<file path="src/rtl/sipo_pkg.sv">
// Shared definitions for the serial-in/parallel-out deserializer.
// Holds the default word width, its word type and the bit-counter width helper.
package sipo_pkg;

    localparam int DEF_WIDTH = 8;

    typedef logic [DEF_WIDTH-1:0] word_t;

    function automatic int cnt_width(input int w);
        return $clog2(w);
    endfunction

endpackage

</file>
<file path="src/rtl/sipo_hold_reg.sv">
// One-entry valid/ready holding register for completed deserializer words.
// A load into a full register that is not being drained is refused and flagged on drop.
module sipo_hold_reg #(
    parameter int WIDTH = 8
) (
    input  logic             clk,
    input  logic             rst,
    input  logic             load,
    input  logic [WIDTH-1:0] load_data,
    input  logic             out_ready,
    output logic [WIDTH-1:0] out_data,
    output logic             out_valid,
    output logic             drop
);

    assign drop = load && out_valid && !out_ready;

    // A simultaneous drain and load keeps out_valid high so words flow without a bubble.
    always_ff @(posedge clk) begin
        if (rst) begin
            out_data  <= '0;
            out_valid <= 1'b0;
        end else if (load && (!out_valid || out_ready)) begin
            out_data  <= load_data;
            out_valid <= 1'b1;
        end else if (out_valid && out_ready) begin
            out_valid <= 1'b0;
        end
    end

endmodule

</file>
<file path="src/rtl/sipo_deser8.sv">
// Serial-in/parallel-out deserializer feeding the 8-bit register stage.
// Assembles WIDTH bits per word and reports words lost to a stalled consumer.
module sipo_deser8
    import sipo_pkg::*;
#(
    parameter int WIDTH     = DEF_WIDTH,
    parameter bit MSB_FIRST = 1'b1
) (
    input  logic             clk,
    input  logic             rst,
    input  logic             ser_in,
    input  logic             ser_en,
    input  logic             sync_clr,
    input  logic             out_ready,
    input  logic             ovr_clr,
    output logic [WIDTH-1:0] out_data,
    output logic             out_valid,
    output logic             busy,
    output logic             overrun
);

    localparam int             CW   = cnt_width(WIDTH);
    localparam logic [CW-1:0]  LAST = CW'(WIDTH - 1);

    logic [CW-1:0]    bit_cnt;
    logic [WIDTH-1:0] sh;
    logic [WIDTH-1:0] word;
    logic             word_done;
    logic             drop;

    // The completed word goes straight to the holding register, never through sh.
    assign word      = MSB_FIRST ? {sh[WIDTH-2:0], ser_in} : {ser_in, sh[WIDTH-1:1]};
    assign word_done = ser_en && !sync_clr && !rst && (bit_cnt == LAST);
    assign busy      = (bit_cnt != '0);

    always_ff @(posedge clk) begin
        if (rst || sync_clr) begin
            bit_cnt <= '0;
            sh      <= '0;
        end else if (ser_en) begin
            if (bit_cnt == LAST) begin
                bit_cnt <= '0;
                sh      <= '0;
            end else begin
                bit_cnt <= bit_cnt + 1'b1;
                sh      <= word;
            end
        end
    end

    // A fresh drop beats a same-cycle clear so no lost word goes unreported.
    always_ff @(posedge clk) begin
        if (rst) begin
            overrun <= 1'b0;
        end else if (drop) begin
            overrun <= 1'b1;
        end else if (ovr_clr) begin
            overrun <= 1'b0;
        end
    end

    sipo_hold_reg #(
        .WIDTH(WIDTH)
    ) u_hold (
        .clk      (clk),
        .rst      (rst),
        .load     (word_done),
        .load_data(word),
        .out_ready(out_ready),
        .out_data (out_data),
        .out_valid(out_valid),
        .drop     (drop)
    );

endmodule

</file>
<file path="config.mk">
export PLATFORM = sky130hd
export DESIGN_NAME = sipo_deser8
export DESIGN_NICKNAME = d
export VERILOG_FILES = /design/src/rtl/sipo_pkg.sv /design/src/rtl/sipo_hold_reg.sv /design/src/rtl/sipo_deser8.sv
export SDC_FILE = /design/constraint.sdc
export NUM_CORES = 1
export LEC_CHECK = 0
export ABC_AREA = 1
export CELL_PAD_IN_SITES_DETAIL_PLACEMENT = 0
export CELL_PAD_IN_SITES_GLOBAL_PLACEMENT = 1
export CORE_MARGIN = 3
export CORE_UTILIZATION = 37
export DETAILED_ROUTE_END_ITERATION = 8
export PLACE_DENSITY = 0.85
export SLEW_MARGIN = 20
export SYNTH_ARGS = -nofsm -noshare
export SYNTH_HDL_FRONTEND = slang
export SYNTH_SLANG_ARGS = --single-unit
</file>
<file path="constraint.sdc">
create_clock -name clk -period 2.2 [get_ports clk]
set_clock_uncertainty 0.2 [all_clocks]
set_input_delay 0.44 -clock clk [delete_from_list [all_inputs] [get_ports clk]]
set_output_delay 0.44 -clock clk [all_outputs]
set_load 0.05 [all_outputs]
</file>
== Word-level counts from Yosys, hierarchy flattened ==
Index checks and enable logic that the tools add are counted.
Operators by class
  $add $sub $neg: 1
  reduce and logical (&&, ||, !) cells: 16
  equality and inequality tests: 1
  muxes and demuxes: 6
Operators by type and width (count)
  $logic_and A1 B1 Y1: 7
  $mux W7: 1
  $logic_not A1 Y1: 4
  $mux W1: 4
  $reduce_bool A2 Y1: 2
  $add A3 B1 Y3 const B: 1
  $eq A3 B3 Y1 const B: 1
  $mux W3: 1
  $reduce_bool A3 Y1: 1
  $logic_or A1 B1 Y1: 2
Storage, ports and cells
  output and inout port bits: 11
  bits of input ports: 7
  bits in registers: 20

== Longest topological paths before layout ==
Gate-level depths: netlist (run 1).
  word-level depth: 7
  mapped depth: 9

== Modules after synthesis ==
A second synthesis (run 1) with hierarchy kept.
Unflattened totals
  cells, all modules: 116
  area total of the unflattened synthesis: 888.4 um^2
Modules (own cells, without submodules)
  sipo_deser8: times used 1, cells each 58, area each 464.2 um^2
  sipo_hold_reg: times used 1, cells each 58, area each 424.2 um^2

== Least setup slack after synthesis (run 1) ==
Ideal clock, no wire load.
  path kind: register -> output
  start: register bit_cnt[0]
  end: output busy
  buffers on the path: 0
  arrival time: 0.912 ns
  slack: 0.648 ns
  stages on the path, launching flop included: 4
  cell sequence: dfxtp_1 -> inv_1 -> ha_1 -> nand2_1
On the way
  word-level cells in the longest chain between the ends: 1
Ends and longest elaborated chain
  start: declaration: line sipo_deser8.sv:25  | logic [CW-1:0] bit_cnt;
  start signal: assignment: line sipo_deser8.sv:45  | bit_cnt <= bit_cnt + 1'b1;
  $reduce_bool A3 Y1: line sipo_deser8.sv:34  | assign busy = (bit_cnt != '0);
  end: declaration: line sipo_deser8.sv:18  | output logic busy,
No other way between the ends.

== Final worst setup path (run 1) ==
  start: register u_hold.out_valid
  end: output out_valid
RTL lines
  start: declaration: line sipo_hold_reg.sv:12  | output logic out_valid,
  start signal: assignment: line sipo_hold_reg.sv:22  | out_valid <= 1'b0;
  start signal: assignment: line sipo_hold_reg.sv:25  | out_valid <= 1'b1;
  start signal: assignment: line sipo_hold_reg.sv:27  | out_valid <= 1'b0;
  end: declaration: line sipo_deser8.sv:17  | output logic out_valid,
No word-level cell between the ends.

==> impl_metrics.ini, run 1 <==
[status]
status = finished clean

[global_route]
grt_use_total_pct = 12.51
grt_pass1_wl_mm = 2.622
grt_overflow = 0
grt_antenna_before_repair = 0
grt_pass1_vias = 591
grt_max_degree = 17

[place]
placed_area_um2 = 1036
hpwl_mm = 1.117
dp.cells = 153
dpl_worst_slack_ns = 0.3762
gp_congestion = 0.7072
io_buffers = 17

[critical_path]
end_kind = output pin
critPathKind = reg -> out
cp_slowest_cell = clkdlybuf4s50_1
slowest_delay_ns = 0.81
required_ns = 1.56
worst-path-max-fanout = 2
worstPathArrival_ns = 1.46
cp_num_buf_inv = 1
path_delay_family = buffers and inverters
path_cells = clkdlybuf4s50_1
critPathLaunchType = flip-flop

[route]
dr_total_vias = 703
initialDrtViolationCount = 11
dr.pass1.iters = 4
drc = 0
drt-total-wl_mm = 1.487
vias_per_cell = 4.478
drtAntennaViolNets = 0
wl_per_cell_um = 9.471

[final_layout]
antenna_cells = 0
synthToLayoutAreaGrowth_pct = 27.53
fin_cells = 157
fin_util_pct = 52.00
fin_nets = 141
fin_area_um2 = 1072
drive_gt1_share_pct = 8.462

[cts]
cts_setup_buffers = 0
cts_tree = done
cts.htree.levels = 1
clk_path_buf_depth = 2
clock_latency_ns = 0.29
cts_num_sinks = 20
cts.reportedPaths.clkPinSlew_ns = 0.11
cts_root_buf = clkbuf_4
cts_resized = 0
cts_made_buffers = 3
ctsHoldBuffers = 0

[synthesis]
synth_top_area_share_pct = 47.62
synth_area_leaders = dfxtp_1 48%, nand2_1 12%, nor2_1 7.1%, inv_1 6.7%, a21oi_1 6.0%
synth_cell_types = 17
synthCells = 111
ys.warnings.count = 0
seq_area_frac_synth_pct = 47.62
avgSynthCellArea_um2 = 7.575
netlist_area_um2 = 840.8
synth_nets = 121
synth.ff_latch_count = 20
yosys.area.top_type = dfxtp_1

[floorplan]
die_h_um = 53.67
die_area_um2 = 2880
die_x_um = 53.67
initial_utilization_pct = 40.78
rows = 16
core-area_um2 = 2062
io_pins = 18

[run]
drv_cap = 0

[worst_hold_path]
hp-class = reg -> reg

[sta]
finalSetupViolCount = 0
finalHoldViolCount = 0
slew_viol_final = 0
setup_ws_ns = 0.1003
final.setup.tns_ns = 0
max_slew_margin_pct = 66.83
period_share_pct = 95.44
min_period_ns = 2.100
fin_hold_ws_ns = 0.2766
rsz0062_at_grt = no
worst_slew_pin_slew_ns = 0.4961
fmax_ghz = 0.4763

[pwr]
comb_power_share_pct = 8.0
power.switching_mw = 0.1358
pwr-share-seq_pct = 58.8
power_density_nw_per_um2 = 582.1
switching_share_pct = 21.75
intPower_mw = 0.4884
ir_drop_mv = 0.2848
p_leak_nw = 0.4698
power_mw = 0.6242
p_clk_share_pct = 33.2
==> cell families (layout without fill, tap and decap cells) <==
family | Yosys count | after routing | synth area share [%]
AOI/OAI and AO/OA | 15 | 15 | 9.376
adders and majority gates | 3 | 3 | 4.465
buffers and inverters | 20 | 39 | 10.71
DFF | 20 | 20 | 47.62
and+or+nand+nor | 53 | 53 | 27.83
==> flip-flops by register name (all words and copies together) (netlist names) <==
name,cells
u_hold.out_valid,1
bit_cnt,3
sh,7
u_hold.out_data,8
overrun,1
==> routing by layer <==
| metal | part of all wire [%] | vias up | wire length (µm) | track usage, % |
|---|---|---|---|---|
| met5 | 0 | - | 0 | 0 |
| met4 | 0.67 | 0 | 10 | 6.383 |
| met3 | 5.2 | 2 | 77 | 2.493 |
| met2 | 44 | 15 | 657 | 17.54 |
| met1 | 50 | 305 | 742 | 17.82 |
| li1 | - | 381 | - | - |
==> Yosys cell counts <==
| master | count |
|---|---|
| a21oi_1 | 10 |
| ha_1 | 3 |
| inv_1 | 15 |
| a211oi_1 | 1 |
| buf_4 | 2 |
| dfxtp_1 | 20 |
| nor2_4 | 1 |
| nor2_1 | 16 |
| nand3_1 | 7 |
| inv_2 | 1 |
| nand2_1 | 26 |
| o21ai_0 | 3 |
| nand3_4 | 1 |
| o22ai_1 | 1 |
| clkinv_1 | 1 |
| nand2_2 | 2 |
| buf_6 | 1 |
==> area by class of cell <==
type	instances	area, µm²
clock buffers	4	36.28
inverters	17	63.81
fillers	201	989.7
flip-flops and latches	20	400.4
multi-input cells	71	350.3
repair buffers	18	187.7
well taps	27	33.78
==> worst paths after layout <==
check | from | end | slack, ns | cells after the start
hold / removal | sh[6] | sh[6] | 0.28 | 2
setup reg to reg | bit_cnt[0] | u_hold.out_data[7] | 0.67 | 7
setup / recovery | u_hold.out_valid | out_valid | 0.10 | 1
hold reg to reg | sh[6] | sh[6] | 0.28 | 2
==> placed cells by master (no fill, tap or decap), drive strengths merged <==
| master | Yosys | routed |
|---|---|---|
| buf | 3 | 2 |
| ha | 3 | 3 |
| clkbuf | 0 | 4 |
| a211oi | 1 | 1 |
| dfxtp | 20 | 20 |
| a21oi | 10 | 10 |
| inv | 16 | 16 |
| clkdlybuf4s50 | 0 | 16 |
| nand3 | 8 | 8 |
| o22ai | 1 | 1 |
| nor2 | 17 | 17 |
| clkinv | 1 | 1 |
| nand2 | 28 | 28 |
| o21ai | 3 | 3 |
==> power groups by stage <==
| stage | Combinational [mW] | Clock, mW | Sequential, mW |
|---|---|---|---|
| floorplan | 0.0258 | 0 | 0.375 |
| global placement | 0.0502 | 0 | 0.375 |
| detailed placement | 0.0505 | 0 | 0.375 |
| CTS | 0.0506 | 0.217 | 0.367 |
| global route | 0.0548 | 0.232 | 0.368 |
| finish | 0.0501 | 0.207 | 0.367 |
Power figures use the tool's default switching activity.
==> run 2, diff against run 1 <==
--- a/config.mk
+++ b/config.mk
@@ -6,6 +6,7 @@
 export NUM_CORES = 1
 export LEC_CHECK = 0
 export ABC_AREA = 1
+export CAP_MARGIN = 20
 export CELL_PAD_IN_SITES_DETAIL_PLACEMENT = 0
 export CELL_PAD_IN_SITES_GLOBAL_PLACEMENT = 1
 export CORE_MARGIN = 3
==> results of run 2 <==
Same layout as run 1: the final DEF is identical, and so are final timing and power.
